[config.mk]
export PLATFORM = sky130hd
export DESIGN_NAME = freq_uart_reporter
export DESIGN_NICKNAME = d
export VERILOG_FILES = /design/src/rtl/freq_uart_reporter.sv
export SDC_FILE = /design/constraint.sdc
export NUM_CORES = 1
export LEC_CHECK = 0
export CORE_ASPECT_RATIO = 0.75
export CORE_MARGIN = 2
export CORE_UTILIZATION = 50
export DETAILED_ROUTE_END_ITERATION = 16
export HOLD_SLACK_MARGIN = 0.12
export PLACE_DENSITY_LB_ADDON = 0.25
export SYNTH_ARGS = -nofsm -noshare
export SYNTH_HDL_FRONTEND = slang
export SYNTH_SLANG_ARGS = --single-unit
[constraint.sdc]
create_clock -name clk -period 2.15 [get_ports clk]
set_input_delay 0.215 -clock clk [delete_from_list [all_inputs] [get_ports clk]]
set_output_delay 0.215 -clock clk [all_outputs]
set_load 0.01 [all_outputs]
[src/rtl/freq_uart_reporter.sv]
// rtl/freq_uart_reporter.sv - BCD frequency result to ASCII line over 8N1 UART (option: FREQ_UART_HZ_SUFFIX_EN)
module freq_uart_reporter #(
    parameter int CLKS_PER_BIT = 104
) (
    input  logic       clk,
    input  logic       reset,
    input  logic       load,
    input  logic [3:0] ten_count,
    input  logic [3:0] unit_count,
    output logic       tx,
    output logic       busy,
    output logic       overrun
);

`ifdef FREQ_UART_HZ_SUFFIX_EN
    localparam int FRAME_LEN = 6;
`else
    localparam int FRAME_LEN = 4;
`endif
    localparam int            CW        = $clog2(CLKS_PER_BIT);
    localparam logic [CW-1:0] CNT_MAX   = CW'(CLKS_PER_BIT - 1);
    localparam logic [2:0]    LAST_BYTE = 3'(FRAME_LEN - 1);

    typedef enum logic [1:0] {IDLE, START, DATA, STOP} state_t;

    state_t        state;
    logic [CW-1:0] clk_cnt;
    logic [2:0]    bit_idx;
    logic [2:0]    byte_idx;
    logic [3:0]    frame_ten;
    logic [3:0]    frame_unit;
    logic [3:0]    pend_ten;
    logic [3:0]    pend_unit;
    logic          pend_valid;

    logic          digits_bad;
    logic [7:0]    ten_char;
    logic [7:0]    unit_char;
    logic [7:0]    cur_byte;
    logic          bit_done;
    logic          final_stop;

    // Character currently on the wire, chosen from the stable frame register
    always_comb begin
        digits_bad = (frame_ten > 4'd9) || (frame_unit > 4'd9);
        ten_char   = digits_bad ? 8'h2D : 8'h30 + {4'h0, frame_ten};
        unit_char  = digits_bad ? 8'h2D : 8'h30 + {4'h0, frame_unit};
        cur_byte   = 8'h0A;
        case (byte_idx)
            3'd0:    cur_byte = ten_char;
            3'd1:    cur_byte = unit_char;
`ifdef FREQ_UART_HZ_SUFFIX_EN
            3'd2:    cur_byte = 8'h48;
            3'd3:    cur_byte = 8'h7A;
            3'd4:    cur_byte = 8'h0D;
`else
            3'd2:    cur_byte = 8'h0D;
`endif
            default: cur_byte = 8'h0A;
        endcase
        bit_done   = (clk_cnt == CNT_MAX);
        final_stop = (state == STOP) && bit_done && (byte_idx == LAST_BYTE);
    end

    // Transmit FSM; a load in the final stop cycle chains straight into the next frame
    always_ff @(posedge clk) begin
        if (reset) begin
            state      <= IDLE;
            clk_cnt    <= '0;
            bit_idx    <= '0;
            byte_idx   <= '0;
            frame_ten  <= '0;
            frame_unit <= '0;
            pend_ten   <= '0;
            pend_unit  <= '0;
            pend_valid <= 1'b0;
            tx         <= 1'b1;
            busy       <= 1'b0;
            overrun    <= 1'b0;
        end else begin
            overrun <= 1'b0;
            if (load && (state != IDLE) && !final_stop) begin
                pend_ten   <= ten_count;
                pend_unit  <= unit_count;
                pend_valid <= 1'b1;
                overrun    <= pend_valid;
            end
            case (state)
                IDLE: begin
                    if (load || pend_valid) begin
                        frame_ten  <= load ? ten_count : pend_ten;
                        frame_unit <= load ? unit_count : pend_unit;
                        overrun    <= load && pend_valid;
                        pend_valid <= 1'b0;
                        state      <= START;
                        clk_cnt    <= '0;
                        bit_idx    <= '0;
                        byte_idx   <= '0;
                        tx         <= 1'b0;
                        busy       <= 1'b1;
                    end
                end
                START: begin
                    if (bit_done) begin
                        state   <= DATA;
                        clk_cnt <= '0;
                        bit_idx <= '0;
                        tx      <= cur_byte[0];
                    end else begin
                        clk_cnt <= clk_cnt + CW'(1);
                    end
                end
                DATA: begin
                    if (bit_done) begin
                        clk_cnt <= '0;
                        if (bit_idx == 3'd7) begin
                            state   <= STOP;
                            bit_idx <= '0;
                            tx      <= 1'b1;
                        end else begin
                            bit_idx <= bit_idx + 3'd1;
                            tx      <= cur_byte[bit_idx + 3'd1];
                        end
                    end else begin
                        clk_cnt <= clk_cnt + CW'(1);
                    end
                end
                STOP: begin
                    if (bit_done) begin
                        clk_cnt <= '0;
                        bit_idx <= '0;
                        if (byte_idx != LAST_BYTE) begin
                            byte_idx <= byte_idx + 3'd1;
                            state    <= START;
                            tx       <= 1'b0;
                        end else if (load || pend_valid) begin
                            frame_ten  <= load ? ten_count : pend_ten;
                            frame_unit <= load ? unit_count : pend_unit;
                            overrun    <= load && pend_valid;
                            pend_valid <= 1'b0;
                            byte_idx   <= '0;
                            state      <= START;
                            tx         <= 1'b0;
                        end else begin
                            byte_idx <= '0;
                            state    <= IDLE;
                            tx       <= 1'b1;
                            busy     <= 1'b0;
                        end
                    end else begin
                        clk_cnt <= clk_cnt + CW'(1);
                    end
                end
                default: state <= IDLE;
            endcase
        end
    end

endmodule

# Word-level counts from Yosys, hierarchy flattened
# Cells that the tools add are included.
[word_totals]
inputBits = 11
reg_bits = 35
output_inout_bits = 3
[op_classes]
n_addsub = 5
reduce_logical = 20
n_lt_le_gt_ge = 3
eq_ne = 17
muxes = 57
[ops]
columns = ["operator", "count"]
rows = [
  ["2-to-1 mux 4 bit", 8],
  ["2-to-1 mux 7 bit", 4],
  ["2-to-1 mux 1 bit", 22],
  ["case mux 7 bit (3 select lines)", 1],
  ["2-to-1 mux 3 bit", 6],
  ["case mux 4 bit (2 select lines)", 2],
  ["adder 6 x 4 -> 7 bit, first input constant", 2],
  ["inequality test 2 bit, second input constant", 7],
  ["case mux 7 bit (2 select lines)", 1],
  ["2-to-1 mux 2 bit", 5],
  ["AND reduction 5 bit", 2],
  ["case mux 3 bit (3 select lines)", 1],
  ["AND reduction 3 bit", 3],
  ["greater-than comparator 4 bit, second input constant", 2],
  ["case mux 2 bit (4 select lines)", 1],
  ["adder 7 x 1 -> 7 bit, second input constant", 1],
  ["equality test 7 bit, second input constant", 1],
  ["adder 3 x 1 -> 3 bit, second input constant", 2],
  ["equality test 3 x 2 -> 1 bit, second input constant", 2],
  ["case mux 1 bit (2 select lines)", 3],
  ["case mux 3 bit (2 select lines)", 1],
  ["logical AND 1 bit", 5],
  ["equality test 2 bit, second input constant", 2],
  ["< comparator 3 x 4 -> 1 bit, second input constant", 1],
  ["15 further kinds", 17],
]

# Logic depth before layout (Yosys ltp)
[logic_depth]
depth_word = 10
depth_mapped = 9
mapped_depth_nobuf = 7

# Worst setup path before layout
# No wires, ideal clock.
[synth_timing]
kind = "register -> register"
start = "register state[0]"
end = "register clk_cnt[6]"
slack_ns = 0.341
t_arrival_ns = 1.690
n_path_buf = 2
stages_incl_launch_ff = 10
cell_sequence = "dfxtp_1 -> inv_1 -> ha_1 -> buf_4 -> or3b_2 -> buf_6 -> nand4_1 -> or2_2 -> xor2_1 -> nor2_1"
[synth_via]
elab_chain_len = 3
[synth_rtl]
columns = ["item", "line_no", "rtl"]
rows = [
  ["from (decl)", "26", "state_t state;"],
  ["from (signal assigned)", "68", "state <= IDLE;"],
  ["from (signal assigned)", "95", "state <= START;"],
  ["from (signal assigned)", "105", "state <= DATA;"],
  ["equality test 2 bit or equality test 2 x 1 -> 1 bit (tied branches)", "88", "case (state)"],
  ["OR reduction 3 bit (no line)", "-", ""],
  ["case mux 7 bit (2 select lines)", "88", ""],
  ["to (signal assigned)", "110", "clk_cnt <= clk_cnt + CW'(1);"],
  ["to (signal assigned)", "125", "clk_cnt <= clk_cnt + CW'(1);"],
  ["to (signal assigned)", "151", "clk_cnt <= clk_cnt + CW'(1);"],
  ["to (decl)", "27", "logic [CW-1:0] clk_cnt;"],
]
# Parallel ways exist; a longest one is shown, timed or not.
# A chain may end at the register's enable or synchronous reset.

# Worst setup path after layout
[layout_timing]
start = "register state[0]"
end = "register state[0]"
[layout_via]
elab_chain_len = 3
[layout_rtl]
columns = ["item", "line_no"]
rows = [
  ["equality test 2 bit (tied with other cells)", "88"],
  ["inequality test 2 bit (no line)", "-"],
  ["AND reduction 5 bit (no line)", "-"],
]
# Parallel ways exist; a longest one is shown, timed or not.

==> run_results.csv <==
group,metric,value,unit
pwr,powerDensity,1208,nW/um^2
setup_path,cp_slowest_cell,"dfxtp_1",
die,ios,14,
setup_path,start_kind,"register",
grt,grt_pass1_wl,6430,um
cts,holdBufCountCts,0,
cts,clockBufferDepth,2,
cts,cts_made_buffers,5,
sta,worst_pin_slew,0.5004,ns
placed_design,io_buffers,13,
grt,antenna_found_initial,0,
grt,grtUsageMet2,25.00,%
yosys,synthTopCellsByCount,"dfxtp_1, nor2_1, mux2i_1",
yosys,synth_top_area_share,36.08,%
pwr,leakagePower,0.8432,nW
layout,syn2layout_area_growth,16.17,%
sta,slew_viol_final,0,
grt,grt_start_max_net_pins,30,
die,dieArea,4403,sq um
setup_path,crit_path_start,"state[0]",
flow_run,cap_violations,0,
sta,max-slew-margin-rel,66.29,%
setup_path,critPathRequiredTime,2.34,ns
sta,setup_viol,0,
sta,fmax,520.5,MHz
run_status,status,"finished clean",
grt,groute.layer.met3.usage,4.673,%
die,die_w,75.96,um
setup_path,r2r_setup_slack,0.23,ns
sta,final.period_utilization,89.35,%
yosys,ys_types,51,
layout,drive_gt1_share,12.61,%
min_path,hold_path_class,"register to register",
die,start_util,52.70,%
grt,grt_pass1_vias,1351,
sta,fin_setup_tns,0,ns
yosys,ys_async_sr_fraction,0,%
placed_design,post-dp-hpwl,2764,um
setup_path,criticalPathCategory,"register to register",
setup_path,r2r_start,"state[0]",
yosys,ys.flop_type,"dfxtp_1",
routing,first_pass_iters,4,
placed_design,gp_congestion,0.8753,
grt,grt_overflow,0,
yosys,synth_nets,236,
cts,cts_max_level,2,
setup_path,crit_chain,"inv_1 -> ha_1 -> nor3_1 -> a31oi_1 -> nor3_2 -> o21ai_0 -> a211oi_1",
routing,wl_per_cell,13.38,um
grt,grt_use_met1,28.78,%
yosys,ys_ff_latch,35,
die,core_area,3685,sq um
die,rows,19,
cts,cts_sinks,35,
yosys,synth_edf_count,0,
cts,root_buffer,"clkbuf_8",
sta,finClkSkew,0.003526,ns
setup_path,path_max_fanout,5,
routing,routed_wl,3772,um
setup_path,reg2reg_to,"state[0]",
routing,via_count,1543,
setup_path,crit_end,"state[0]",
sta,hold_violations,0,
die,die_height,57.97,um
yosys,ys_warn_count,0,
yosys,syn_inst,213,
routing,antenna_left,0,
setup_path,arrival,2.12,ns
yosys,synth-seq-area-share,36.08,%
cts,clk_pin_slew,0.07,ns
sta,rsz0062_at_grt,"false",
sta,period_needed,1.921,ns
yosys,mappedNetlistArea,1942,sq um
layout,num-nets-final,252,
cts,postCtsSetupRepairBufs,0,
yosys,synth_area_leaders,"dfxtp_1, mux2i_1, ha_1, nor2_1, a211oi_1",
routing,drt_iter0_drc,70,
setup_path,worst_r2r_path_depth,7,
cts,cts_tree,"built",
pwr,power,0.002725,W
layout,num_antenna_cells,0,
routing,avgViaCountPerCell,5.472,
yosys,avgSynthCellArea,9.117,sq um
grt,globalRoute.busiestLayer,"met1",
routing,route.detailed.drc,0,
grt,track_usage,18.73,%
setup_path,cp-end-kind,"register",
yosys,synth.largest_area_cell,"dfxtp_1",
cts,cts_resized,0,
setup_path,slowest_delay,0.36,ns
pwr,vdd_drop_max,0.0007695,V
cts,clock_latency,0.29,ns
yosys,synth_most_common_cell,"dfxtp_1",
## registers in the layout (all words and copies together) (netlist names)
signal      flops
bit_idx         3
busy            1
byte_idx        3
clk_cnt         7
frame_ten       4
frame_unit      4
overrun         1
pend_ten        4
pend_unit       4
pend_valid      1
state           2
tx              1
## report_power, final
group | internal (W) | switching, W | leakage (nW)
clock | 0.000462 | 0.000250 | 0.0644
sequential | 0.000789 | 0.000122 | 0.286
combinational | 0.000497 | 0.000605 | 0.493
## metrics by stage
stage / std cells / worst slack [ns] / area [sq um] / util, % / hold slack, ns
floorplan: 213 / 0.3406 / 1942 / - / 0.3621
global placement: 274 / 0.2613 / 2120 / 57.52 / 0.4507
detailed placement: 274 / 0.2656 / 2120 / 57.52 / 0.4570
CTS: 282 / 0.2522 / 2256 / 61.22 / 0.4679
global route: 282 / 0.04278 / 2256 / 61.22 / 0.4910
finish: 282 / 0.2289 / 2256 / 61.22 / 0.4626
## how the worst min path moves through the flow
| stage | from | endpoint | depth (start not counted) |
|---|---|---|---|
| 2_1_floorplan | ten_count[0] | pend_ten[0] | 2 |
| 3_3_place_gp | bit_idx[1] | bit_idx[1] | 2 |
| 3_5_place_dp | bit_idx[2] | bit_idx[2] | 2 |
| 4_1_cts | bit_idx[2] | bit_idx[2] | 2 |
| 5_1_grt | bit_idx[2] | bit_idx[2] | 2 |
| 6_report | bit_idx[2] | bit_idx[2] | 2 |
## routing by layer
metal / up-vias / part of all wire (%)
met4: 0 / 1.4
li1: 807 / -
met3: 8 / 5.1
met5: - / 0
met1: 698 / 56
met2: 30 / 37
## worst max-delay path, delay by kind of cell, from the launching register on
family	cells	cell delay, ns
buf+inv	1	0.11
fa+ha+maj	1	0.28
compound gates	3	0.54
simple gates	2	0.54
flops	1	0.36
## logic make-up (layout without fill, tap and decap cells)
family	Yosys count	count (layout)	synth area share, %
buf+inv	15	32	4.188
simple gates	78	78	21.78
mux	17	17	8.763
compound gates	51	51	19.20
xor+xnor	5	5	2.255
flops	35	35	36.08
fa+ha+maj	12	12	7.732
## area by class of cell
type	count	area (sq um)
inverter	5	18.77
sequential	35	700.7
clock buffer	5	68.82
tap	52	65.06
timing repair buffer	19	175.2
fill	314	1429
clock inverter	3	67.56
multi-input combinational	163	1160
## placed cells by master, fill, tap and decap left out, types with 4 or more instances in the layout
cell type        netlist  layout
clkbuf_8               0       5
nand2_1               10      10
mux2i_1               17      17
nand2b_1               4       4
clkdlybuf4s50_1        0      13
nor2b_1                4       4
nand3_1                4       4
dfxtp_1               35      35
nor2_1                27      27
a21oi_1               11      11
a211oi_1               8       8
nor3_1                 5       5
inv_1                  5       5
ha_1                  12      12
nand4_1                4       4
o21ai_0                7       7
xor2_1                 4       4
buf_4                  2       6
No activity file was read; power rests on OpenSTA's default activity.
